==> config.mk <==
export PLATFORM = sky130hd
export DESIGN_NAME = spi_master_axis_ingress
export DESIGN_NICKNAME = d
export VERILOG_FILES = /design/src/rtl/spi_master_axis_ingress.sv
export SDC_FILE = /design/constraint.sdc
export NUM_CORES = 1
export LEC_CHECK = 0
export ABC_AREA = 0
export CAP_MARGIN = 20
export CORE_MARGIN = 2
export CORE_UTILIZATION = 40
export DETAILED_ROUTE_END_ITERATION = 7
export GPL_TIMING_DRIVEN = 1
export PLACE_DENSITY = 0.59
export REMOVE_ABC_BUFFERS = 1
export SYNTH_ARGS = -nofsm -noshare
export SYNTH_HDL_FRONTEND = slang
export SYNTH_SLANG_ARGS = --single-unit
==> constraint.sdc <==
create_clock -name clk -period 2 [get_ports clk]
set_input_delay 0.6 -clock clk [delete_from_list [all_inputs] [get_ports clk]]
set_output_delay 0.6 -clock clk [all_outputs]
set_load 0.05 [all_outputs]
==> src/rtl/spi_master_axis_ingress.sv <==
// SPI master reader: drives csn/sclk, samples 1 or 2 MISO lanes per falling
// edge and assembles bytes into a single-register AXI-Stream output.
// SCLK is paused low between bytes while that output register is still occupied.
module spi_master_axis_ingress #(
    parameter int MSB_FIRST = 1,
    parameter int MISO_SIZE = 1,
    parameter int CLK_DIV   = 4,
    parameter int CSN_SETUP = 2
) (
    input  logic                 clk,
    input  logic                 rst,
    input  logic                 start,
    input  logic [15:0]          byte_count,
    output logic                 busy,
    output logic                 done,
    output logic                 spi_csn,
    output logic                 spi_clk,
    input  logic [MISO_SIZE-1:0] spi_miso,
    output logic [7:0]           m_axis_tdata,
    output logic                 m_axis_tvalid,
    input  logic                 m_axis_tready,
    output logic                 m_axis_tlast
);

    localparam int          BITS       = 8 / MISO_SIZE;
    localparam logic [2:0]  BIT_LAST   = 3'(BITS - 1);
    localparam logic [15:0] DIV_LAST   = 16'(CLK_DIV - 1);
    localparam logic [15:0] SETUP_LAST = 16'(CSN_SETUP - 1);

    localparam logic [2:0] S_IDLE   = 3'd0;
    localparam logic [2:0] S_SETUP  = 3'd1;
    localparam logic [2:0] S_HIGH   = 3'd2;
    localparam logic [2:0] S_LOW    = 3'd3;
    localparam logic [2:0] S_HOLD   = 3'd4;
    localparam logic [2:0] S_FINISH = 3'd5;

    logic [2:0]  state_q, state_d;
    logic [15:0] cnt_q, cnt_d;       // system clocks spent in the current phase
    logic [2:0]  bit_q, bit_d;       // samples taken in the current byte
    logic [15:0] bytes_q, bytes_d;   // bytes still to be clocked in
    logic [7:0]  shift_q, shift_d;
    logic [7:0]  shift_nxt;
    logic        csn_q, csn_d;
    logic        sclk_q, sclk_d;
    logic        busy_q, busy_d;
    logic        done_q, done_d;
    logic [7:0]  tdata_q, tdata_d;
    logic        tvalid_q, tvalid_d;
    logic        tlast_q, tlast_d;
    logic        out_free;

    assign busy          = busy_q;
    assign done          = done_q;
    assign spi_csn       = csn_q;
    assign spi_clk       = sclk_q;
    assign m_axis_tdata  = tdata_q;
    assign m_axis_tvalid = tvalid_q;
    assign m_axis_tlast  = tlast_q;

    // Output register can take a new byte at the next edge.
    assign out_free = !tvalid_q || m_axis_tready;

    // Shift register with the current MISO sample folded in.
    always_comb begin
        if (MSB_FIRST != 0) shift_nxt = {shift_q[7-MISO_SIZE:0], spi_miso};
        else                shift_nxt = {spi_miso, shift_q[7:MISO_SIZE]};
    end

    // Next-state logic for the sequencer and the output register.
    always_comb begin
        state_d  = state_q;
        cnt_d    = cnt_q;
        bit_d    = bit_q;
        bytes_d  = bytes_q;
        shift_d  = shift_q;
        csn_d    = csn_q;
        sclk_d   = sclk_q;
        busy_d   = busy_q;
        done_d   = 1'b0;
        tdata_d  = tdata_q;
        tlast_d  = tlast_q;
        tvalid_d = tvalid_q;

        if (tvalid_q && m_axis_tready) tvalid_d = 1'b0;

        case (state_q)
            S_IDLE: begin
                if (start) begin
                    if (byte_count != 16'd0) begin
                        bytes_d = byte_count;
                        csn_d   = 1'b0;
                        busy_d  = 1'b1;
                        cnt_d   = 16'd0;
                        bit_d   = 3'd0;
                        state_d = S_SETUP;
                    end else begin
                        done_d  = 1'b1;
                    end
                end
            end
            S_SETUP: begin
                if (cnt_q == SETUP_LAST) begin
                    cnt_d   = 16'd0;
                    sclk_d  = 1'b1;
                    state_d = S_HIGH;
                end else begin
                    cnt_d   = cnt_q + 16'd1;
                end
            end
            S_HIGH: begin
                if (cnt_q == DIV_LAST) begin
                    cnt_d   = 16'd0;
                    sclk_d  = 1'b0;
                    shift_d = shift_nxt;
                    state_d = S_LOW;
                    if (bit_q == BIT_LAST) begin
                        // Byte gating guarantees the output register is empty here.
                        bit_d    = 3'd0;
                        tdata_d  = shift_nxt;
                        tvalid_d = 1'b1;
                        tlast_d  = (bytes_q == 16'd1);
                        bytes_d  = bytes_q - 16'd1;
                    end else begin
                        bit_d    = bit_q + 3'd1;
                    end
                end else begin
                    cnt_d = cnt_q + 16'd1;
                end
            end
            S_LOW: begin
                if (cnt_q == DIV_LAST) begin
                    cnt_d = 16'd0;
                    if (bit_q != 3'd0) begin
                        sclk_d  = 1'b1;
                        state_d = S_HIGH;
                    end else if (bytes_q != 16'd0) begin
                        if (out_free) begin
                            sclk_d  = 1'b1;
                            state_d = S_HIGH;
                        end else begin
                            state_d = S_HOLD;
                        end
                    end else begin
                        state_d = S_FINISH;
                    end
                end else begin
                    cnt_d = cnt_q + 16'd1;
                end
            end
            S_HOLD: begin
                if (out_free) begin
                    sclk_d  = 1'b1;
                    state_d = S_HIGH;
                end
            end
            S_FINISH: begin
                // Release csn first, then wait for the last byte to drain.
                if (!csn_q) begin
                    if (cnt_q == DIV_LAST) begin
                        cnt_d = 16'd0;
                        csn_d = 1'b1;
                    end else begin
                        cnt_d = cnt_q + 16'd1;
                    end
                end else if (out_free) begin
                    done_d  = 1'b1;
                    busy_d  = 1'b0;
                    state_d = S_IDLE;
                end
            end
            default: state_d = S_IDLE;
        endcase
    end

    // State registers; reset drops the link and discards any partial byte.
    always_ff @(posedge clk) begin
        if (rst) begin
            state_q  <= S_IDLE;
            cnt_q    <= 16'd0;
            bit_q    <= 3'd0;
            bytes_q  <= 16'd0;
            shift_q  <= 8'd0;
            csn_q    <= 1'b1;
            sclk_q   <= 1'b0;
            busy_q   <= 1'b0;
            done_q   <= 1'b0;
            tdata_q  <= 8'd0;
            tvalid_q <= 1'b0;
            tlast_q  <= 1'b0;
        end else begin
            state_q  <= state_d;
            cnt_q    <= cnt_d;
            bit_q    <= bit_d;
            bytes_q  <= bytes_d;
            shift_q  <= shift_d;
            csn_q    <= csn_d;
            sclk_q   <= sclk_d;
            busy_q   <= busy_d;
            done_q   <= done_d;
            tdata_q  <= tdata_d;
            tvalid_q <= tvalid_d;
            tlast_q  <= tlast_d;
        end
    end

endmodule
### Word level (Yosys, flattened, before mapping)

Cells that the tools add are included.

* $add $sub $neg: 3
* reductions and logical operators: 21
* multiplexer cells: 54
* eq/ne operators: 20

Operators with widths (count)
* 16-bit two-way mux: 9
* 16-bit case mux with 4 select lines: 1
* 3-bit two-way mux: 15
* 16-bit by 1-bit equality test with 1-bit output (second input constant): 2
* 16-bit case mux with 2 select lines: 1
* 16-bit nonzero test: 2
* 1-bit two-way mux: 22
* 2-bit != test (second input constant): 10
* 3-bit case mux with 6 select lines: 1
* 16-bit by 1-bit adder with 16-bit output (second input constant): 1
* 16-bit by 2-bit equality test with 1-bit output (second input constant): 1
* 16-bit by 1-bit subtractor with 16-bit output (second input constant): 1
* 5-bit AND reduction: 3
* 3-bit equality test (second input constant): 3
* 4-bit AND reduction: 2
* 8-bit AND reduction: 1
* 4-bit nonzero test: 2
* 3-bit by 2-bit equality test with 1-bit output (second input constant): 2
* 1-bit case mux with 2 select lines: 3
* 3-bit case mux with 2 select lines: 1
* 3-bit AND reduction: 2
* 1-bit case mux with 4 select lines: 1
* 2-bit nonzero test: 2
* 3-bit by 1-bit adder with 3-bit output (second input constant): 1
* other kinds (9): 9

* output and inout bits: 14
* flip-flop bits (word level): 59
* input port bits: 21
* logic and storage cells: 110

### Depth between registers and ports, before layout

Gate-level depths: netlist of the first run.

* depth in word-level cells: 7
* depth in mapped cells: 9

### Least setup slack after synthesis of the first run

No wires, ideal clock.

* path kind: register to register
* start: register cnt_q[0]
* end: register bytes_q[4]
* data arrival time: 2.076 ns
* cell stages (with the launch flop): 9
* slack: -0.194 ns
* buffers on the path: 2
* required time: 1.883 ns
* cells stage by stage: dfxtp_1 > ha_1 > or3b_2 > nor4_4 > and3_1 > buf_4 > buf_6 > o22ai_1 > a32o_1

* cells in the longest elaborated chain, start to end: 3

RTL lines
* from (decl): RTL line 38 `logic [15:0] cnt_q, cnt_d;`
* from (signal assigned): RTL line 192 `cnt_q <= cnt_d;`
* 16-bit by 2-bit equality test with 1-bit output: RTL line 111 `if (cnt_q == DIV_LAST) begin`
* 2-bit != test (no line)
* 5-bit AND reduction (no line)
* to (signal assigned): RTL line 194 `bytes_q <= bytes_d;`
* to (decl): RTL line 40 `logic [15:0] bytes_q, bytes_d;`

Every way passes these cells.
A chain may end at the register's enable or synchronous reset.

### Worst setup path in the final report of the first run

* start: register cnt_q[12]
* end: register cnt_q[13]

* cells in the longest elaborated chain, start to end: 4

RTL lines
* 16-bit by 1-bit adder with 16-bit output / 16-bit by 2-bit equality test with 1-bit output (equally long branches)
* 16-bit two-way mux: RTL line 111, 131, 159
* 16-bit two-way mux: RTL line 158 `if (!csn_q) begin`
* 16-bit case mux with 4 select lines (*): RTL line 86 `case (state_q)`

Every way passes the cells marked *; elsewhere a longest branch is shown, timed or not. The select of a mux whose other input is x is not followed.

==> flow_summary_export.csv, run 1 <==
group,metric,value,unit
run_status,outcome,"finished, violations left",
run_status,violations,"setup timing",
detailed_routing,firstDrtPassIters,5,
timing,max_freq,472.8,MHz
clock_tree,cts_max_level,3,
floorplan,die_h,94.50,microns
worst_setup_path,crit_fanout,6,
timing,fin_ws,-0.1150,ns
timing,period_needed,2.115,ns
layout,area_delta_synth_final,52.98,%
pwr,p_leak,2.062,nW
floorplan,die_area,0.008929,sq mm
timing,skew,0.01550,ns
global_routing,grt_util_all_layers,24.11,%
timing,tightest_slew,0.5419,ns
hold_path,hold_path_class,"flop to flop",
logic_synthesis,synthFlopType,"dfxtp_1",
worst_setup_path,worstPathArrival,2.35,ns
layout,final_nets,565,
clock_tree,cts_made_buffers,9,
timing,finalHoldViolations,0,
floorplan,die-width,94.50,microns
global_routing,grt_pass1_wl,16.87,mm
global_routing,grt_overflow,0,
worst_setup_path,crit_path_top_delay_cell,"or4_4",
place,gp_congestion,0.8670,
timing,fin_hold_ws,0.4516,ns
worst_setup_path,path_buf_inv,2,
logic_synthesis,async_reset_ff_share,0,%
flow_run,maxCapViolations,0,
layout,antenna_cells,0,
logic_synthesis,netlist_top_cells_count,"59 x dfxtp_1, 53 x nand2_1, 51 x a21oi_1, 34 x nor2_1, 16 x clkbuf_1",
global_routing,antenna_found_initial,0,
detailed_routing,ant_nets,0,
worst_setup_path,cp_cell_sequence,"or4_4, nor4_4, buf_4, o22ai_4, buf_6, a211oi_4, nor3_2",
clock_tree,cts_buffer_depth,2,
pwr,ir_drop,525.2,uV
pwr,power_density,1171,mW/mm^2
detailed_routing,viasPerCell,5.682,
logic_synthesis,synth-seq-cells,59,
floorplan,start_util,40.48,%
timing,max_slew_margin,63.54,%
detailed_routing,routed_wl,10.34,mm
clock_tree,cts_tree,"done",
logic_synthesis,synth_area_leaders,"dfxtp_1 36%, a21oi_1 7.8%, nand2_1 6.1%",
logic_synthesis,syn_area,0.003276,sq mm
floorplan,core,0.008093,sq mm
floorplan,num_rows,33,
logic_synthesis,synthCells,414,
worst_setup_path,critical_path.top_delay_family,"simple AND/OR/NAND/NOR gates",
timing,finalSetupViolations,49,
detailed_routing,vias,3676,
detailed_routing,wl_per_cell,15.98,microns
layout,fin_util,61.92,%
layout,drive_gt1_share,39.85,%
worst_setup_path,required,2.24,ns
detailed_routing,drt_iter0_markers,175,
logic_synthesis,synth_top_area_cell,"dfxtp_1",
timing,slew_violations,0,
logic_synthesis,ys_warn_count,0,
global_routing,grt_pass1_vias,3445,
worst_setup_path,worst_setup_path_start_kind,"flop",
logic_synthesis,synth_seq_area_share,36.06,%
logic_synthesis,synth_top_area_share,36.06,%
logic_synthesis,synth.most_common_cell,"dfxtp_1",
place,port_buffers,34,
logic_synthesis,synth_edf_count,0,
logic_synthesis,ys_types,58,
worst_setup_path,end_kind,"flop",
worst_setup_path,critPathKind,"flop to flop",
layout,fillCellCount,686,
detailed_routing,remaining_drc_errors,0,
clock_tree,cts_sinks,59,
clock_tree,clockRootBuffer,"clkbuf_8",
floorplan,top_level_ports,35,
place,dp_hpwl,7.060,mm
timing,period_share,105.7,%
clock_tree,clk_pin_slew,0.08,ns
global_routing,grt_max_degree,44,
worst_setup_path,cpPeakStageDelay,0.57,ns
timing,rsz0062_at_grt,"true",
pwr,finalPower,5.867,mW
clock_tree,worstSkewPairLatency,0.36,ns
logic_synthesis,avgSynthCellArea,7.912,sq um
-- flip-flops by register name, summed over array words and instances (netlist names) --
| name | count |
|---|---|
| bytes_q | 16 |
| cnt_q | 16 |
| m_axis_tdata | 8 |
| shift_q | 7 |
| bit_q | 3 |
| state_q | 3 |
| busy | 1 |
| done | 1 |
| m_axis_tlast | 1 |
| m_axis_tvalid | 1 |
| spi_clk | 1 |
| spi_csn | 1 |
-- final timing paths --
| check | start | endpoint | slack [ns] | depth (start not counted) |
|---|---|---|---|---|
| min reg2reg | m_axis_tlast$_SDFFE_PP0P_ | m_axis_tlast$_SDFFE_PP0P_ | 0.45 | 2 |
| max reg2reg | cnt_q[12]$_SDFFE_PP0P_ | cnt_q[13]$_SDFFE_PP0P_ | -0.11 | 7 |
| min | m_axis_tlast$_SDFFE_PP0P_ | m_axis_tlast$_SDFFE_PP0P_ | 0.45 | 2 |
| max | cnt_q[12]$_SDFFE_PP0P_ | cnt_q[13]$_SDFFE_PP0P_ | -0.11 | 7 |
-- area by class of cell --
cell class / instances / area (sq um) / area share [%]
Multi-Input combinational cell: 321 / 2320 / 46.29
Sequential cell: 59 / 1189 / 23.72
Timing Repair Buffer: 136 / 1110 / 22.15
Tap cell: 105 / 131.4 / 2.622
Clock buffer: 9 / 123.9 / 2.472
Clock inverter: 7 / 100.1 / 1.998
Inverter: 10 / 37.54 / 0.7491
-- through the flow --
| step | instances | TNS (ns) | cell area, sq um | worst slack, ns |
|---|---|---|---|---|
| 3_5_place_dp | 618 | -25.19 | 4294 | -0.6762 |
| 6_report | 647 | -3.114 | 5011 | -0.1150 |
| 4_1_cts | 644 | -3.364 | 4761 | -0.1050 |
| 3_3_place_gp | 618 | -24.71 | 4294 | -0.6563 |
| 2_1_floorplan | 390 | -8.185 | 3164 | -0.3655 |
| 5_1_grt | 647 | -7.464 | 5011 | -0.2030 |
-- cells by family after synthesis --
family / synth area share, %
DFF: 36.06
AOI/OAI and AO/OA: 23.30
muxes: 0.9168
buffers and inverters: 4.545
and+or+nand+nor: 30.10
adders and majority gates: 2.674
xor gates and xnor gates: 2.407
-- layer usage --
| metal | up-vias | GRT usage, % | routed length [microns] |
|---|---|---|---|
| met2 | 104 | 38.51 | 4827 |
| met1 | 1748 | 32.56 | 4712 |
| met4 | 0 | 7.729 | 196 |
| met3 | 22 | 5.108 | 605 |
| li1 | 1802 | - | - |
| met5 | - | 0 | 0 |
-- repair_timing --
action / in CTS / in global routing
gates cloned: 2 / 0
pin swaps: 18 / 42
hold buffers: 0 / 0
buffers inserted: 8 / 4
endpoints found under the hold margin: 0 / 0
endpoints found under the setup margin: 57 / 57
resized for setup: 56 / 79
-- report_power, final --
part / internal [mW] / switching, mW / total [mW]
clock: 0.709 / 0.549 / 1.26
sequential: 1.33 / 0.141 / 1.47
combinational: 1.49 / 1.65 / 3.13
-- tightest hold or removal path, stage by stage, from the launching register on --
cell     delay [ns]
dfxtp_1        0.31
nand2_1        0.05
a21oi_1        0.05
-- placed cells by master, fill, tap and decap left out, drive strengths merged, types with 4 or more instances in the layout --
| cell type | count |
|---|---|
| a21oi | 51 |
| a22oi | 5 |
| a31oi | 4 |
| a32o | 7 |
| and3 | 6 |
| buf | 116 |
| clkbuf | 17 |
| clkdlybuf4s50 | 4 |
| clkinv | 5 |
| dfxtp | 59 |
| dlymetal6s2s | 4 |
| ha | 7 |
| inv | 10 |
| nand2 | 53 |
| nand3 | 13 |
| nand4 | 9 |
| nor2 | 35 |
| nor3 | 14 |
| nor4 | 12 |
| o211ai | 5 |
| o21ai | 11 |
| o22ai | 6 |
| o32ai | 7 |
| or2 | 5 |
| or3 | 7 |
| or3b | 4 |
| or4 | 11 |
| xor2 | 6 |
Note: power is estimated with default switching activity, not from simulation.
==> run 2: changes to the inputs <==
CTS_CLUSTER_DIAMETER = 50   (was default)
REMOVE_ABC_BUFFERS = default   (was 1)
==> flow_summary_export.csv, run 2 (same netlist as run 1, synthesis figures left out) <==
group,metric,value,unit
place,dp_hpwl,7.173,mm
clock_tree,cts_sinks,59,
clock_tree,clockRootBuffer,"clkbuf_8",
logic_synthesis,syn-num-nets,442,
global_routing,antenna_found_initial,0,
global_routing,grt_pass1_vias,3669,
pwr,ir_drop,788.8,uV
layout,final_nets,580,
clock_tree,cts_buffer_depth,2,
detailed_routing,vias,3722,
global_routing,grt_overflow,0,
timing,finalSetupViolations,47,
global_routing,grt_pass1_wl,17.62,mm
timing,skew,0.008680,ns
layout,final_common_cell,"buf_4",
layout,seq_area,0.001192,sq mm
detailed_routing,wl_per_cell,16.48,microns
worst_setup_path,required,2.23,ns
place,dpl_worst_slack,-0.6100,ns
detailed_routing,firstDrtPassIters,4,
detailed_routing,routed_wl,10.91,mm
timing,period_needed,2.120,ns
floorplan,die_h,94.50,microns
layout,area_delta_synth_final,59.93,%
hold_path,hold_path_class,"flop to flop",
timing,slew_violations,0,
detailed_routing,viasPerCell,5.622,
detailed_routing,ant_nets,0,
run_status,outcome,"finished, violations left",
global_routing,grt_util_all_layers,25.24,%
timing,max_slew_margin,65.59,%
timing,setup_tns,-2.520,ns
clock_tree,cts_made_buffers,9,
floorplan,top_level_ports,35,
run_status,violations,"setup timing",
clock_tree,cts_max_level,3,
place,dp.cells,627,
clock_tree,cts_tree,"done",
clock_tree,clk_pin_slew,0.07,ns
clock_tree,hold_buffers,0,
worst_setup_path,crit_fanout,6,
worst_setup_path,worstPathArrival,2.35,ns
floorplan,core,0.008093,sq mm
timing,finalHoldViolations,0,
layout,antenna_cells,0,
floorplan,num_rows,33,
place,gp_congestion,0.8754,
timing,fin_ws,-0.1202,ns
pwr,finalPower,6.246,mW
timing,period_share,106.0,%
global_routing,grt_max_degree,38,
timing,rsz0062_at_grt,"true",
worst_setup_path,end_kind,"flop",
pwr,p_leak,2.083,nW
pwr,power_density,1192,mW/mm^2
flow_run,maxCapViolations,0,
floorplan,die_area,0.008929,sq mm
place,port_buffers,34,
timing,tightest_slew,0.5114,ns
layout,fillCellCount,730,
worst_setup_path,worst_setup_path_start_kind,"flop",
layout,drive_gt1_share,42.01,%
worst_setup_path,critPathKind,"flop to flop",
layout,fin_cells,662,
layout,final_cell_mix,"113 x buf_4, 54 x dfxtp_1, 41 x a21oi_1",
floorplan,start_util,40.48,%
detailed_routing,remaining_drc_errors,0,
timing,max_freq,471.7,MHz
detailed_routing,drt_iter0_markers,148,
floorplan,die-width,94.50,microns
timing,fin_hold_ws,0.4583,ns
clock_tree,worstSkewPairLatency,0.35,ns
layout,multi_input_area,0.002362,sq mm
run 2: report_power, final:
| group | switching, mW | leakage [nW] | internal [mW] |
|---|---|---|---|
| registers | 0.150 | 0.482 | 1.34 |
| logic | 1.83 | 1.49 | 1.66 |
| clock network | 0.530 | 0.113 | 0.736 |
run 2: critical path, stage by stage (launching register included):
cell	delay (ns)
dfxtp_4	0.37
ha_4	0.13
or3b_4	0.39
nor4_4	0.29
buf_6	0.16
buf_12	0.10
nand3_4	0.10
buf_12	0.18
a221oi_2	0.21
a211oi_1	0.07
run 2: layer usage:
layer  global-route usage (%)  routed length (microns)  vias up
li1                         -                        -     1829
met3                    4.230                      583       23
met2                    42.26                     5255      100
met4                    8.937                      224        0
met5                        0                        0        -
met1                    32.83                     4846     1770
run 2: worst paths after layout:
check                                                  start                           end  slack, ns  depth (start not counted)
worst min-delay path            m_axis_tdata[6]$_SDFFE_PP0P_  m_axis_tdata[6]$_SDFFE_PP0P_       0.46                          2
worst max-delay path                   cnt_q[0]$_SDFFE_PP0P_       bytes_q[1]$_SDFFE_PP0P_      -0.12                          9
worst min register to register  m_axis_tdata[6]$_SDFFE_PP0P_  m_axis_tdata[6]$_SDFFE_PP0P_       0.46                          2
worst max register to register         cnt_q[0]$_SDFFE_PP0P_       bytes_q[1]$_SDFFE_PP0P_      -0.12                          9
run 2: area by class of cell:
type,instances,area share (%)
clock inverters,6,1.672
clock buffers,10,2.627
inverters,10,0.7165
repair buffers,151,24.62
multi-input cells,321,45.09
flip-flops and latches,59,22.76
well taps,105,2.508
run 2: timing repair:
item,CTS,global route
setup endpoints to repair,57,54
pin swaps,47,16
gates resized for setup,98,25
gates cloned,2,0
buffers inserted,14,3
run 2: metrics by stage:
step | utilization (%) | instance area [sq um]
final | 64.73 | 5239
after global routing | 64.73 | 5239
after floorplan | - | 3327
after CTS | 63.16 | 5111
after detailed placement | 54.50 | 4410
after global placement | 54.50 | 4410
==> run 3: changes to the inputs <==
PLACE_DENSITY = 0.62   (was 0.59)
==> flow_summary_export.csv, run 3 (same netlist as run 1, synthesis figures left out) <==
group,metric,value,unit
global_routing,grt_max_degree,28,
worst_setup_path,critical_path_cell_count,8,
run_status,violations,"setup timing",
pwr,switching_share,41.44,%
detailed_routing,ant_nets,0,
clock_tree,cts_max_level,3,
hold_path,hp-start,"shift_q[6]$_SDFFE_PP0P_",
layout,antenna_cells,0,
worst_setup_path,rrSetupSlack,-0.17,ns
pwr,power_density,1145,mW/mm^2
worst_setup_path,crit_fanout,5,
pwr,seqPwrFrac,25.4,%
floorplan,num_rows,33,
worst_setup_path,crit_path_top_delay_cell,"or4_4",
floorplan,die-width,94.50,microns
worst_setup_path,worst_setup_path_start_kind,"flop",
run_status,outcome,"finished, violations left",
worst_setup_path,critical_path.top_delay_family,"simple AND/OR/NAND/NOR gates",
worst_setup_path,r2r_end,"bytes_q[1]$_SDFFE_PP0P_",
timing,period_needed,2.172,ns
layout,final_cell_mix,"109 x buf_4, 57 x dfxtp_1, 50 x nand2_1",
clock_tree,cts_buffer_depth,2,
worst_setup_path,r2r-start,"cnt_q[5]$_SDFFE_PP0P_",
timing,max_slew_margin,59.56,%
pwr,p_int,3.423,mW
worst_setup_path,r2r_cells,8,
detailed_routing,vias,3825,
worst_setup_path,critPathKind,"flop to flop",
pwr,power.share.clock,17.4,%
pwr,p_sw,2.422,mW
clock_tree,cts_made_buffers,9,
global_routing,antenna_found_initial,0,
clock_tree,cts_tree,"done",
place,gp_congestion,0.9111,
timing,slew_violations,0,
timing,finalSetupViolations,55,
detailed_routing,remaining_drc_errors,0,
floorplan,die_h,94.50,microns
timing,tightest_slew,0.6020,ns
timing,max_freq,460.3,MHz
clock_tree,hold_buffers,0,
timing,setup_tns,-5.088,ns
place,dp.cells,631,
pwr,p_leak,2.035,nW
detailed_routing,drt_iter0_markers,192,
flow_run,maxCapViolations,0,
clock_tree,worstSkewPairLatency,0.36,ns
place,dp_hpwl,7.383,mm
worst_setup_path,required,2.22,ns
detailed_routing,viasPerCell,5.849,
floorplan,top_level_ports,35,
worst_setup_path,worstPathArrival,2.40,ns
worst_setup_path,cp_cell_sequence,"or4_4, buf_6, nor4_4, buf_4, nand3_4, buf_8, a221oi_2, a211oi_1",
logic_synthesis,syn-num-nets,442,
timing,skew,0.01239,ns
pwr,comb_power_share,57.2,%
clock_tree,clk_pin_slew,0.07,ns
global_routing,grt_pass1_wl,17.62,mm
worst_setup_path,end_kind,"flop",
hold_path,hold_end,"shift_q[6]$_SDFFE_PP0P_",
global_routing,grt_overflow,0,
clock_tree,cts_sinks,59,
global_routing,grt_util_all_layers,25.23,%
timing,period_share,108.6,%
detailed_routing,wl_per_cell,16.84,microns
pwr,ir_drop,513.4,uV
floorplan,core,0.008093,sq mm
hold_path,hold_path_class,"flop to flop",
place,placed_area,0.004453,sq mm
timing,fin_ws,-0.1725,ns
worst_setup_path,cpPeakStageDelay,0.55,ns
timing,rsz0062_at_grt,"true",
hold_path,hold_depth,2,
layout,final_nets,573,
layout,stdcell_area,0.005104,sq mm
layout,fin_cells,654,
layout,fin_util,63.06,%
clock_tree,clockRootBuffer,"clkbuf_8",
worst_setup_path,path_buf_inv,3,
layout,final_common_cell,"buf_4",
floorplan,die_area,0.008929,sq mm
floorplan,start_util,40.48,%
timing,finalHoldViolations,0,
place,dpl_worst_slack,-0.6971,ns
layout,area_delta_synth_final,55.81,%
global_routing,grt_pass1_vias,3734,
detailed_routing,firstDrtPassIters,5,
detailed_routing,routed_wl,11.02,mm
place,port_buffers,34,
layout,drive_gt1_share,38.07,%
-- run 3: power by group through the flow --
stage	Combinational, mW	Clock [mW]	Sequential, mW
final	3.35	1.01	1.48
after global routing	3.59	1.08	1.50
after CTS	3.08	1.03	1.47
after detailed placement	2.76	0	1.49
after global placement	2.73	0	1.49
after floorplan	1.47	0	1.55
-- run 3: worst max path at each step --
stage	startpoint	to	slack, ns
5_1_grt	cnt_q[5]$_SDFFE_PP0P_	cnt_q[5]$_SDFFE_PP0P_	-0.22
3_5_place_dp	byte_count[6]	bytes_q[5]$_SDFFE_PP0P_	-0.70
4_1_cts	cnt_q[5]$_SDFFE_PP0P_	cnt_q[10]$_SDFFE_PP0P_	-0.15
6_report	cnt_q[5]$_SDFFE_PP0P_	bytes_q[1]$_SDFFE_PP0P_	-0.17
2_1_floorplan	cnt_q[1]$_SDFFE_PP0P_	bytes_q[4]$_SDFFE_PP0P_	-0.09
3_3_place_gp	byte_count[6]	cnt_q[10]$_SDFFE_PP0P_	-0.71
-- run 3: through the flow --
step / total power, mW / hold slack (ns)
6_report: 5.845 / 0.4549
5_1_grt: 6.178 / 0.4762
4_1_cts: 5.576 / 0.4613
3_5_place_dp: 4.252 / 0.4513
3_3_place_gp: 4.221 / 0.4382
2_1_floorplan: 3.023 / 0.4321
-- run 3: cell type report --
type | instances | area, sq um
Clock inverter | 4 | 26.28
Tap cell | 105 | 131.4
Fill cell | 709 | 2989
Clock buffer | 11 | 151.4
Sequential cell | 59 | 1189
Multi-Input combinational cell | 321 | 2320
Inverter | 10 | 37.54
Timing Repair Buffer | 144 | 1249
-- run 3: timing repair --
item,CTS,global route
cloned,1,0
endpoints found under the setup margin,56,57
resized for setup,56,39
endpoints found under the hold margin,0,0
buffers inserted,8,1
pin swaps,20,17
-- run 3: worst reg2reg max path: cells and delay by family (launching register included) --
family	cells	cell delay [ns]
and+or+nand+nor	3	0.96
DFF	1	0.31
AOI/OAI and AO/OA	2	0.28
buffers and inverters	3	0.51
-- run 3: layer usage --
metal	share of wire, %	GRT usage [%]	up-vias	routed length (microns)
met4	3.2	10.99	0	350
met3	5.7	6.464	36	632
li1	-	-	1817	-
met2	49	43.39	143	5405
met5	0	0	-	0
met1	42	29.67	1829	4628
